**config.mk**
```make
export PLATFORM = sky130hd
export DESIGN_NAME = router_sync_n
export DESIGN_NICKNAME = d
export VERILOG_FILES = /design/src/rtl/router_sync_n.sv
export SDC_FILE = /design/constraint.sdc
export NUM_CORES = 1
export LEC_CHECK = 0
export ABC_AREA = 0
export CAP_MARGIN = 5
export CELL_PAD_IN_SITES_DETAIL_PLACEMENT = 0
export CELL_PAD_IN_SITES_GLOBAL_PLACEMENT = 1
export CORE_UTILIZATION = 36
export DETAILED_ROUTE_END_ITERATION = 10
export GPL_TIMING_DRIVEN = 0
export PLACE_DENSITY = 0.8
export SLEW_MARGIN = 10
export SYNTH_ARGS = -nofsm -noshare
export SYNTH_HDL_FRONTEND = slang
export SYNTH_SLANG_ARGS = --single-unit
```
**constraint.sdc**
```tcl
create_clock -name clk -period 1.82 [get_ports clk]
set_input_delay 0.546 -clock clk [delete_from_list [all_inputs] [get_ports clk]]
set_output_delay 0.546 -clock clk [all_outputs]
set_load 0.005 [all_outputs]
```
**src/rtl/router_sync_n.sv**
```systemverilog
// Synchroniser between the router packet FSM and NUM_CH output FIFOs: address latch,
// one-hot write steering, full/valid reporting and per-channel unread-data timeout.
// Optional out-of-range address flag is enabled by defining SYNC_ADDR_CHECK_EN.
module router_sync_n #(
    parameter int NUM_CH  = 3,
    parameter int ADDR_W  = 2,
    parameter int TIMEOUT = 30,
    parameter int CNT_W   = 8
) (
    input  logic              clk,
    input  logic              reset,
    input  logic              detect_addr,
    input  logic [ADDR_W-1:0] datain,
    input  logic              we_reg,
    input  logic [NUM_CH-1:0] re,
    input  logic [NUM_CH-1:0] empty,
    input  logic [NUM_CH-1:0] full,
    output logic              fifo_full,
    output logic [NUM_CH-1:0] we,
    output logic [NUM_CH-1:0] vld_out,
    output logic [NUM_CH-1:0] soft_reset,
    output logic              addr_err
);

    logic [ADDR_W-1:0] addr_r;
    logic              addr_vld_r;
    logic              addr_err_s;
    logic [NUM_CH-1:0] we_s;
    logic              fifo_full_s;

    // Destination address latch, loaded on the header cycle
    always_ff @(posedge clk or posedge reset) begin
        if (reset) begin
            addr_r     <= {ADDR_W{1'b0}};
            addr_vld_r <= 1'b0;
        end else if (detect_addr) begin
            addr_r     <= datain;
            addr_vld_r <= 1'b1;
        end else begin
            addr_r     <= addr_r;
            addr_vld_r <= addr_vld_r;
        end
    end

`ifdef SYNC_ADDR_CHECK_EN
    localparam logic [ADDR_W:0] NUM_CH_L = (ADDR_W+1)'(NUM_CH);
    logic addr_err_r;

    // Out-of-range flag follows each newly latched address
    always_ff @(posedge clk or posedge reset) begin
        if (reset) begin
            addr_err_r <= 1'b0;
        end else if (detect_addr) begin
            addr_err_r <= ({1'b0, datain} >= NUM_CH_L);
        end else begin
            addr_err_r <= addr_err_r;
        end
    end

    assign addr_err_s = addr_err_r;
`else
    assign addr_err_s = 1'b0;
`endif

    // Address decode: an address matching no channel leaves every strobe and full low
    always_comb begin
        we_s        = {NUM_CH{1'b0}};
        fifo_full_s = 1'b0;
        for (int i = 0; i < NUM_CH; i++) begin
            if (addr_r == ADDR_W'(i)) begin
                we_s[i]     = we_reg & addr_vld_r & ~addr_err_s;
                fifo_full_s = addr_vld_r & ~addr_err_s & full[i];
            end else begin
                we_s[i]     = 1'b0;
            end
        end
    end

    assign we        = we_s;
    assign fifo_full = fifo_full_s;
    assign vld_out   = ~empty;
    assign addr_err  = addr_err_s;

    for (genvar g = 0; g < NUM_CH; g++) begin : g_ch
        logic [CNT_W-1:0] cnt_r;
        logic             pulse_r;

        // Unread-valid timeout; wraps to zero on expiry so a stalled channel re-pulses
        always_ff @(posedge clk or posedge reset) begin
            if (reset) begin
                cnt_r   <= {CNT_W{1'b0}};
                pulse_r <= 1'b0;
            end else if (empty[g] | re[g]) begin
                cnt_r   <= {CNT_W{1'b0}};
                pulse_r <= 1'b0;
            end else if (cnt_r == CNT_W'(TIMEOUT - 1)) begin
                cnt_r   <= {CNT_W{1'b0}};
                pulse_r <= 1'b1;
            end else begin
                cnt_r   <= cnt_r + CNT_W'(1);
                pulse_r <= 1'b0;
            end
        end

        assign soft_reset[g] = pulse_r;
    end

endmodule

```
==> results.md <==
* Outcome: finished clean
* Skew-Pair Late Insertion Delay at around 0.28 ns
* Max-cap violation count at 0
* Clk buf depth at 2
* Post-synthesis mux area share at 0.02183
* Synthesis-to-finish area growth at 26.11%
* Die Wd at 66.34 um
* Worst setup EP type: output pin
* Hold Path Stages at 1
* Final Setup Violations at 0
* Clock network power share at 0.403
* Comb pwr share at 0.084
* CTS Root Cell: clkbuf_8
* Detail Placement HPWL at 2.041 mm
* Clk sink count at 30
* Cells after Synth at about 150
* F_max at 572.2 MHz
* Synth unique cells at 35
* Via total after detailed routing at 1167
* Total leakage power at 0.7766 nW
* Rows at 23
* Largest net degree at the start of global routing at 31
* Complex-gate fraction of the synthesized area at 0.1167
* Layout cells sized above 1 at 0.1694
* Largest family of logic cells by synthesized area: simple AND/OR/NAND/NOR gates
* Die area at ~0.0044 mm^2
* Wire per inst at 12.29 um
* Drt via density at about 5.0
* Post-synth EDFFs at 0
* Seq pwr share at 0.513
* Hold slack at 0.4836 ns
* Post-Synth Simple-Gate Area at 0.2250
* NumNets Final at slightly above 200
* Switching pwr at 0.3038 mW
* Cells after DPL at 223
* Crit path max fanout at 1
* Startpoint types: input port
* CTS tree: done
* Setup tns final at 0 ns
* Post-Syn Nets at 170
* Die Y at about 66 um
* Max IR drop VDD at between 0.3 and 0.4 mV
* Period utilization at 0.9603
* Slew HR at 0.2866
* H-tree depth at 2
* Core Area at approximately 0.0040 mm^2
* Final Hold Vio Count at 0
* Seq cells post-synth at 30
* Critical Path RT at 1.27 ns
* Layout Utilization at 0.4698
* Commonest register cell after synthesis: dfrtp_1
* Min-Delay Path Class: flop to flop
* Port buffer count at 24
* Int Power at 1.044 mW
* Skew final at 0.003948 ns
* Arrival @ worst endpoint at between 1 and 1.5 ns
* GRT overflow at 0
* DP Worst Slack at -0.5675 ns
* Worst-path clk slew at 0.06 ns
* Average instance area after synthesis at roughly 10 um^2
* Placed Area at between 0.0015 and 0.002 mm^2
* Clock period minus worst slack at 1.748 ns
* Reg2Reg Depth at 5
* Post-cts hold buffer count at 0
* Post-route cell area at about 0.0019 mm^2
* Starting Density at 0.3725
* Post-Syn Area at 0.001490 mm^2
* Setup WS post-layout at between 0.07 and 0.08 ns
* DRC at 0
* DRT Pass-1 Iters at 4
* Critical path type: input port to output pin
* Num CTS Buffers at 5
* Slew @ Worst Pin at 1.063 ns
* Initial antenna violation count at 0
* Adder-Cell Fraction of Synth Area at 0.05038
* Diode count at 0
* Yosys warning count at 0
* Non-filler cells, final at 233
* Post-Synth XOR/XNOR Area at 0.02939
* Number of global-route vias before repair at approximately 1200
* Ys async rst share at 1.000
* Drt total wl at between 2 and 3 mm
* Register area share after synthesis at 0.5038
* GP Congestion at 0.8040
* DR iter-0 viols at 71
* I/O pin cnt at 26
* First-pass GRT wire length at 4.864 mm
* Fillers at 379
* Switch share at 0.2253
* ANT nets after route at 0
* RSZ-0062 raised after global routing: no
* P per Cell Area at 717.4 mW/mm^2
* Overall power at 1.348 mW
* Total track usage at 0.1472
* Max Slew Vio Count at 0
## Yosys cell counts, types with 2 or more instances
cell type | number | share of area
xor2_1 | 2 | 0.012
or4_1 | 2 | 0.010
nand2_1 | 11 | 0.028
o21ai_0 | 9 | 0.030
buf_4 | 4 | 0.020
or2_2 | 4 | 0.017
o21bai_1 | 2 | 0.010
ha_1 | 6 | 0.050
nand4_1 | 2 | 0.0084
nand3b_1 | 2 | 0.010
or4b_1 | 4 | 0.027
mux2_2 | 2 | 0.015
nor3b_1 | 2 | 0.010
a21oi_1 | 10 | 0.034
xnor2_1 | 3 | 0.018
or3_1 | 4 | 0.017
nor3_1 | 4 | 0.013
dfrtp_1 | 30 | 0.50
nor2_1 | 12 | 0.030
nand3_2 | 2 | 0.013
inv_1 | 10 | 0.025
clkbuf_1 | 2 | 0.0050
o31ai_1 | 3 | 0.015
nand3_1 | 3 | 0.010
a31oi_1 | 4 | 0.017
## layer usage
layer | routed length (um) | GRT usage | vias to the layer above
li1 | - | - | 588
met1 | 1273 | 0.1717 | 546
met2 | 1395 | 0.2462 | 29
met3 | 158 | 0.05690 | 4
met4 | 36 | 0.04787 | 0
met5 | 0 | 0 | -
## sequential cells by signal, indices dropped and copies added, names as in the netlist
signal        count
addr_r            2
g_ch.pulse_r      3
g_ch.cnt_r       24
addr_vld_r        1
## area by class of cell
cell class              instances  area, um^2  share of cell area
plain buffers                   6       37.54             0.01997
clock inverters                 1       5.005            0.002663
inverters                      10       37.54             0.01997
multi-input cells             103       676.9              0.3602
repair buffers                 26       221.5              0.1178
well taps                      50       62.56             0.03329
flip-flops and latches         30       752.0              0.4001
clock buffers                   7       86.33             0.04594
## kinds of logic after synthesis
kind of cell	count (synthesis)
other	1
muxes	3
buffers and inverters	16
adders and majority gates	6
DFF	30
and+or+nand+nor	58
xor gates and xnor gates	5
AOI/OAI and AO/OA	30
## layout by cell type (no fill, tap or decap), types with 6 or more instances in the layout
master	n
ha_1	6
o21ai_0	8
inv_1	9
clkbuf_8	6
clkdlybuf4s50_1	11
nand2_1	10
dfrtp_1	29
nor2_1	12
buf_4	6
dlygate4sd2_1	7
a21oi_1	10
## timing repair
item,4_1_cts,5_1_grt
pin swaps,4,1
gates resized for setup,27,3
setup endpoints to repair,7,2
setup buffers,0,2
## power by group through the flow
stage	Combinational [mW]	Sequential [mW]	Clock, mW
after global placement	0.117	0.702	0
final	0.113	0.692	0.543
after global routing	0.127	0.694	0.604
after CTS	0.109	0.692	0.571
after detailed placement	0.120	0.704	0
after floorplan	0.0561	0.700	0
## final timing paths
| path | startpoint | endpoint | slack [ns] |
|---|---|---|---|
| max | full[0] | fifo_full | 0.07 |
| min | g_ch[0].cnt_r[7] | g_ch[0].pulse_r | 0.48 |
| max reg2reg | g_ch[0].cnt_r[1] | g_ch[0].cnt_r[4] | 0.17 |
| min reg2reg | g_ch[0].cnt_r[7] | g_ch[0].pulse_r | 0.48 |
| max in group asynchronous | reset | addr_r[0] | 0.58 |
| min in group asynchronous | reset | g_ch[0].cnt_r[7] | 0.71 |
## worst max-delay path, stage by stage
cell and delay [ns]:
dlygate4sd2_1 0.23, mux2i_1 0.12, o21ai_1 0.07, and2_1 0.13, buf_2 0.12
No activity file was read; power rests on OpenSTA's default activity.
